===== src/rtl/key_event_pkg.sv =====
// key_event_pkg: shared encodings and helpers for the key event scheduler
package key_event_pkg;
    typedef enum logic [1:0] {
        EVT_PRESS   = 2'd0,
        EVT_LONG    = 2'd1,
        EVT_REPEAT  = 2'd2,
        EVT_RELEASE = 2'd3
    } evt_type_t;
    typedef enum logic [1:0] {
        ST_IDLE    = 2'd0,
        ST_PRESSED = 2'd1,
        ST_HELD    = 2'd2
    } key_state_t;
    function automatic int clog2(input int n);
        int r;
        r = 0;
        while ((1 << r) < n) r++;
        return (r < 1) ? 1 : r;
    endfunction
endpackage


===== src/rtl/key_event_sched_if.sv =====
// key_event_sched_if: serialised key event port (valid/ready) plus drop counter
interface key_event_sched_if #(
    parameter int NUM_KEYS = 4
);
    import key_event_pkg::*;
    localparam int KW = clog2(NUM_KEYS);
    logic          evt_valid;
    logic          evt_ready;
    logic [KW-1:0] evt_key;
    evt_type_t     evt_type;
    logic [7:0]    drop_cnt;
    modport master (output evt_valid, evt_key, evt_type, drop_cnt, input evt_ready);
    modport slave  (input evt_valid, evt_key, evt_type, drop_cnt, output evt_ready);
endinterface


===== src/rtl/key_event_fsm.sv =====
// key_event_fsm: per-key edge detect, press/long/repeat FSM and one-deep pending slot
// RELEASE events are posted only when KEYEVT_RELEASE_EN is defined
module key_event_fsm
    import key_event_pkg::*;
#(
    parameter int LONG_CYC   = 50_000_000,
    parameter int REPEAT_CYC = 10_000_000
) (
    input  logic      clk,
    input  logic      rst_n,
    input  logic      key_n,
    input  logic      grant,
    output logic      pend_valid,
    output evt_type_t pend_type,
    output logic      drop
);
`ifdef KEYEVT_RELEASE_EN
    localparam bit REL_EN = 1'b1;
`else
    localparam bit REL_EN = 1'b0;
`endif
    localparam int TW = clog2(LONG_CYC);
    localparam logic [TW-1:0] LONG_TC = TW'(LONG_CYC - 1);
    localparam logic [TW-1:0] REP_TC  = TW'(REPEAT_CYC - 1);

    key_state_t    state, state_d;
    logic [TW-1:0] timer, timer_d;
    logic          key_q, armed, fall, rise, post;
    evt_type_t     post_type;

    // armed masks the first sample after reset so a key held through reset is not a new press
    assign fall = key_q & ~key_n & armed;
    assign rise = ~key_q & key_n;
    assign drop = post & pend_valid & ~grant;

    always_ff @(posedge clk or negedge rst_n) begin
        if (!rst_n) begin
            key_q <= 1'b1;
            armed <= 1'b0;
            state <= ST_IDLE;
            timer <= '0;
        end else begin
            key_q <= key_n;
            armed <= 1'b1;
            state <= state_d;
            timer <= timer_d;
        end
    end

    always_comb begin
        state_d   = state;
        timer_d   = timer;
        post      = 1'b0;
        post_type = EVT_PRESS;
        case (state)
            ST_IDLE: if (fall) begin
                state_d = ST_PRESSED;
                timer_d = '0;
                post    = 1'b1;
            end
            ST_PRESSED, ST_HELD: if (rise) begin
                state_d   = ST_IDLE;
                timer_d   = '0;
                post      = REL_EN;
                post_type = EVT_RELEASE;
            end else if (timer == ((state == ST_HELD) ? REP_TC : LONG_TC)) begin
                state_d   = ST_HELD;
                timer_d   = '0;
                post      = 1'b1;
                post_type = (state == ST_HELD) ? EVT_REPEAT : EVT_LONG;
            end else begin
                timer_d = timer + 1'b1;
            end
            default: state_d = ST_IDLE;
        endcase
    end

    // a grant in the same cycle empties the slot first, so the new post is never a drop
    always_ff @(posedge clk or negedge rst_n) begin
        if (!rst_n) begin
            pend_valid <= 1'b0;
            pend_type  <= EVT_PRESS;
        end else if (post && (!pend_valid || grant || post_type != EVT_REPEAT)) begin
            pend_valid <= 1'b1;
            pend_type  <= post_type;
        end else if (grant) begin
            pend_valid <= 1'b0;
        end
    end
endmodule


===== src/rtl/key_event_sched.sv =====
// key_event_sched: per-key event FSMs with round-robin serialisation onto one valid/ready port
// KEYEVT_RELEASE_EN enables RELEASE events in the per-key FSMs
module key_event_sched
    import key_event_pkg::*;
#(
    parameter int NUM_KEYS   = 4,
    parameter int LONG_CYC   = 50_000_000,
    parameter int REPEAT_CYC = 10_000_000
) (
    input  logic                clk,
    input  logic                rst_n,
    input  logic [NUM_KEYS-1:0] key_n,
    key_event_sched_if.master   evt
);
    localparam int KW = clog2(NUM_KEYS);

    logic [NUM_KEYS-1:0] pend_valid, grant, drop;
    evt_type_t           pend_type [NUM_KEYS];
    logic [KW-1:0]       rr_ptr, gnt_idx;
    logic                gnt_any, load;
    logic [3:0]          drop_n;
    logic [8:0]          drop_sum;

    for (genvar k = 0; k < NUM_KEYS; k++) begin : g_key
        key_event_fsm #(
            .LONG_CYC  (LONG_CYC),
            .REPEAT_CYC(REPEAT_CYC)
        ) u_fsm (
            .clk       (clk),
            .rst_n     (rst_n),
            .key_n     (key_n[k]),
            .grant     (grant[k]),
            .pend_valid(pend_valid[k]),
            .pend_type (pend_type[k]),
            .drop      (drop[k])
        );
    end

    // scan downward so the key nearest after rr_ptr is the last (winning) assignment
    always_comb begin
        gnt_any = 1'b0;
        gnt_idx = rr_ptr;
        for (int i = NUM_KEYS; i >= 1; i--) begin
            if (pend_valid[(int'(rr_ptr) + i) % NUM_KEYS]) begin
                gnt_any = 1'b1;
                gnt_idx = KW'((int'(rr_ptr) + i) % NUM_KEYS);
            end
        end
    end

    assign load  = !evt.evt_valid || evt.evt_ready;
    assign grant = (load && gnt_any) ? ({{(NUM_KEYS-1){1'b0}}, 1'b1} << gnt_idx) : '0;

    always_comb begin
        drop_n = '0;
        for (int i = 0; i < NUM_KEYS; i++) drop_n = drop_n + {3'b000, drop[i]};
        drop_sum = {1'b0, evt.drop_cnt} + {5'b00000, drop_n};
    end

    always_ff @(posedge clk or negedge rst_n) begin
        if (!rst_n) begin
            evt.evt_valid <= 1'b0;
            evt.evt_key   <= '0;
            evt.evt_type  <= EVT_PRESS;
            evt.drop_cnt  <= '0;
            rr_ptr        <= KW'(NUM_KEYS - 1);
        end else begin
            evt.drop_cnt <= drop_sum[8] ? 8'hff : drop_sum[7:0];
            if (load) begin
                evt.evt_valid <= gnt_any;
                if (gnt_any) begin
                    evt.evt_key  <= gnt_idx;
                    evt.evt_type <= pend_type[gnt_idx];
                    rr_ptr       <= gnt_idx;
                end
            end
        end
    end
endmodule


===== src/flat_wrapper.sv =====
// flat-port wrapper written by rule: the top's interface ports become plain ports
module key_event_sched_flat import key_event_pkg::*;
#(
    parameter int NUM_KEYS   = 4,
    parameter int LONG_CYC   = 50_000_000,
    parameter int REPEAT_CYC = 10_000_000
)
  (clk, rst_n, key_n, evt_evt_valid, evt_evt_key, evt_evt_type, evt_drop_cnt, evt_evt_ready);
  key_event_sched_if #(.NUM_KEYS(NUM_KEYS)) evt_i ();
  input  logic clk;
  input  logic rst_n;
  input  logic [NUM_KEYS-1:0] key_n;
  output wire logic [$bits(evt_i.evt_valid)-1:0] evt_evt_valid;
  output wire logic [$bits(evt_i.evt_key)-1:0] evt_evt_key;
  output wire logic [$bits(evt_i.evt_type)-1:0] evt_evt_type;
  output wire logic [$bits(evt_i.drop_cnt)-1:0] evt_drop_cnt;
  input wire logic [$bits(evt_i.evt_ready)-1:0] evt_evt_ready;
  assign evt_evt_valid = evt_i.evt_valid;
  assign evt_evt_key = evt_i.evt_key;
  assign evt_evt_type = evt_i.evt_type;
  assign evt_drop_cnt = evt_i.drop_cnt;
  assign evt_i.evt_ready = evt_evt_ready;
  key_event_sched #(.NUM_KEYS(NUM_KEYS), .LONG_CYC(LONG_CYC), .REPEAT_CYC(REPEAT_CYC)) u_core (.clk(clk), .rst_n(rst_n), .key_n(key_n), .evt(evt_i));
endmodule

===== config.mk =====
export PLATFORM = sky130hd
export DESIGN_NAME = key_event_sched_flat
export DESIGN_NICKNAME = d
export VERILOG_FILES = /design/src/rtl/key_event_pkg.sv /design/src/rtl/key_event_sched_if.sv /design/src/rtl/key_event_fsm.sv /design/src/rtl/key_event_sched.sv /design/src/flat_wrapper.sv
export SDC_FILE = /design/constraint.sdc
export NUM_CORES = 1
export LEC_CHECK = 0
export CAP_MARGIN = 20
export CORE_UTILIZATION = 50
export CTS_CLUSTER_SIZE = 16
export DETAILED_ROUTE_END_ITERATION = 7
export PLACE_DENSITY = 0.67
export SETUP_SLACK_MARGIN = 0.15
export SYNTH_ARGS = -nofsm -noshare
export SYNTH_HDL_FRONTEND = slang
export SYNTH_SLANG_ARGS = --single-unit

===== constraint.sdc =====
create_clock -name clk -period 4.4 [get_ports clk]
set_clock_uncertainty 0.05 [all_clocks]
set_input_delay 1.1 -clock clk [delete_from_list [all_inputs] [get_ports clk]]
set_output_delay 1.1 -clock clk [all_outputs]
set_load 0.1 [all_outputs]

==> impl_metrics.yaml <==
place:
  hpwl_um: 11500
  portBuffers: 19
  place_congestion: 0.871
pwr:
  comb_power_share_pct: 31.8
  power_leakage_nw: 4.08
  total_power_mw: 4.77
  share_seq_of_total_power_pct: 34.6
  p_sw_share_pct: 36.1
  max-vdd-ir-drop_mv: 0.362
  p_int_mw: 3.04
  switchingPower_mw: 1.72
  power_density_nw_per_um2: 515
  clockPowerShare_pct: 33.5
synth:
  ys_seq_area_share_pct: 45.8
  syn_avg_cell_area_um2: 9.36
  synth_seq_cells: 144
  syn_inst: 842
  syn_area_um2: 7880
  ys_warn_count: 0
  synth_edf_count: 0
  synthFlopType: "dfrtp_1"
  syn_nets: 872
  async_reset_ff_share_pct: 100
  synth_cell_type_count: 69
setup_path:
  r2r-start: "u_core.g_key[0].u_fsm.state[0]$_DFFE_PN0P_"
  slowest_stage: "clkdlybuf4s50_1"
  cp-start-kind: "input port"
  crit_arrival_ps: 4290
  worstSetupPathType: "input port to register"
  critPathTopFamily: "adder cells"
  critPathMaxStageDelay_ps: 540
  cp_max_fo: 4
  endpoint_kind: "register"
  cp_num_buf_inv: 4
  cp_cell_sequence: "clkdlybuf4s50_1 -> nand2b_1 -> and2_1 -> o2111a_2 -> o21bai_2 -> nor2_1 -> ha_1 -> fa_2 -> ha_2 -> inv_1 -> fa_2 -> inv_1 -> a21oi_1 -> buf_4 -> nor2b_2 -> xnor2_1 -> nand2_1"
  crit_start: "key_n[1]"
  required_ps: 4650
global_route:
  track_usage_pct: 22.2
  grt_overflow: 0
  grt_pass1_wl_um: 29000
  grt_antenna_before_repair: 0
  grt_max_degree: 102
  grt_pass1_vias: 6258
final_layout:
  final_util_pct: 60.4
  final.fill_count: 1356
  layout_common_cells: "nor2_1 (139), dfrtp_1 (138), nand2_1 (81)"
  fin_nets: 932
  diodes: 0
  area_growth_pct: 17.4
  drive_gt1_share_pct: 11.4
  layout_commonest_cell: "nor2_1"
worst_hold_path:
  min_path_type: "register to register"
  hold_start: "u_core.g_key[0].u_fsm.pend_type[1]$_DFFE_PN0P_"
timing:
  worstMarginPinSlew_ps: 972
  rsz0062_at_grt: "false"
  slew_headroom_pct: 35.0
  timing.fmax_mhz: 248
  slew_viol_final: 0
  finalHoldViolations: 0
  final.period_utilization_pct: 91.8
  setup_violations: 0
  period_minus_slack_ps: 4040
routing:
  wl_per_cell_um: 14.5
  dr_total_vias: 6148
  drcViolationCount: 0
  drtIter0Drc: 335
  drt.antenna.violating_nets: 0
  totalWireLength_um: 16300
  firstDrtPassIters: 5
  viasPerCell: 5.46
clocking:
  path_clk_slew_ps: 60
  clock-sinks: 144
  htreeDepth: 4
  cts-root-buf: "clkbuf_16"
  cts_made_buffers: 17
  cts_buffer_depth: 2
  postCtsHoldBufs: 0
  clock_latency_ps: 430
  cts_tree: "done"
die:
  die_w_um: 128
  io_pins: 20
  coreArea_um2: 15300
  die_y_um: 128
  start_util_pct: 51.5
  row_count: 45
  design.die.area_um2: 16300
outcome:
  outcome: "finished, final reports clean"
flow_run:
  drv_cap: 0
==> registers in the layout (all words and copies together), names as in the netlist, 2 cells and up <==
register / flops
u_core.evt.drop_cnt: 8
u_core.evt.evt_key: 2
u_core.evt.evt_type: 2
u_core.g_key.u_fsm.key_q: 4
u_core.g_key.u_fsm.pend_type: 8
u_core.g_key.u_fsm.pend_valid: 4
u_core.g_key.u_fsm.state: 8
u_core.g_key.u_fsm.timer: 104
u_core.rr_ptr: 2
==> per-stage QoR <==
stage	cell area (um^2)	cells	setup TNS (ps)	setup WS [ps]	hold WS, ps
2_1_floorplan	7880	842	0	191	409
3_3_place_gp	8520	1092	-1880	-311	432
3_5_place_dp	8520	1092	-2450	-371	431
4_1_cts	9200	1124	0	177	451
5_1_grt	9250	1126	0	98.1	457
6_report	9250	1126	0	361	448
==> synth_stat cells, drive strengths merged, types with 4 or more instances <==
library cell | count | area [um^2]
nand2b | 18 | 113
nor2b | 7 | 43.8
a211oi | 4 | 35.0
a21o | 4 | 30.0
a21oi | 20 | 100
and4 | 5 | 43.8
ha | 21 | 263
o22ai | 8 | 50.1
mux2i | 9 | 90.1
nor2 | 141 | 539
nor4bb | 6 | 60.1
buf | 8 | 52.6
nor4b | 4 | 35.0
inv | 35 | 131
o21ai | 25 | 125
o22a | 4 | 35.0
dfstp | 6 | 158
and2 | 14 | 87.6
and4b | 6 | 60.1
nand3 | 49 | 245
nor4 | 8 | 71.3
and3 | 23 | 144
o21a | 7 | 52.6
nand4 | 21 | 131
xor2 | 48 | 420
or3 | 4 | 25.0
clkbuf | 6 | 22.5
nor3b | 4 | 30.0
dfrtp | 138 | 3450
mux2 | 5 | 60.1
nand3b | 6 | 45.0
xnor2 | 42 | 368
nor3 | 14 | 75.1
nand2 | 81 | 304
==> worst reg2reg max path, cell delays in order, from the launching register on <==
cell and delay [ps]:
dfrtp_1 400, inv_1 90, ha_1 270, nor4b_4 260, nand3_2 140, a2111oi_2 370
o21ai_1 140, nor2_1 160, ha_1 270, fa_2 540, ha_2 170, inv_1 60
fa_2 350, inv_1 60, a21oi_1 70, buf_4 150, nor2b_2 120, xnor2_1 140
nand2_1 90
==> layer usage <==
layer  track usage (%)  vias up  routed length (um)
met4              8.33        0                 303
met3              5.11       28                 449
met1              27.9     3017                7510
met5                 0        -                   0
li1                  -     3026                   -
met2              37.5       77                8030
==> area by class of cell <==
class	instances	area [um^2]	share of cell area [%]
Clock buffer	17	425	4.60
Timing Repair Buffer	55	464	5.02
Multi-Input combinational cell	649	4130	44.6
Clock inverter	15	229	2.48
Sequential cell	144	3610	39.0
Inverter	35	131	1.42
Tap cell	211	264	2.85
==> power groups by stage <==
stage	clock, mW	combinational [mW]	sequential [mW]
floorplan	0	0.792	1.91
global placement	0	1.45	1.66
detailed placement	0	1.49	1.67
CTS	1.63	1.51	1.65
global route	1.69	1.67	1.67
finish	1.60	1.52	1.65
==> final timing paths <==
| kind | to | slack [ps] | depth (start not counted) |
|---|---|---|---|
| setup reg to reg | u_core.evt.drop_cnt[4]$_DFF_PN0_ | 380 | 18 |
| setup / recovery | u_core.evt.drop_cnt[4]$_DFF_PN0_ | 360 | 17 |
| hold / removal | u_core.g_key[0].u_fsm.pend_type[1]$_DFFE_PN0P_ | 450 | 1 |
| hold reg to reg | u_core.g_key[0].u_fsm.pend_type[1]$_DFFE_PN0P_ | 450 | 1 |
| min in group asynchronous | u_core.g_key[3].u_fsm.timer[17]$_DFFE_PN0P_ | 720 | 1 |
| max in group asynchronous | u_core.g_key[0].u_fsm.key_q$_DFF_PN1_ | 2620 | 2 |
==> cells by family after synthesis <==
group / synth area share [%]
and+or+nand+nor: 27.2
xor gates and xnor gates: 10.0
DFF: 45.8
adders and majority gates: 3.84
muxes: 1.91
AOI/OAI and AO/OA: 8.56
buffers and inverters: 2.62
other: 0.0476
==> timing repair <==
action | 4_1_cts | 5_1_grt
gates resized for setup | 6 | 10
setup buffers | 0 | 2
pin swaps | 0 | 6
cloned | 0 | 0
endpoints found under the setup margin | 5 | 8
Power figures use the tool's default switching activity.
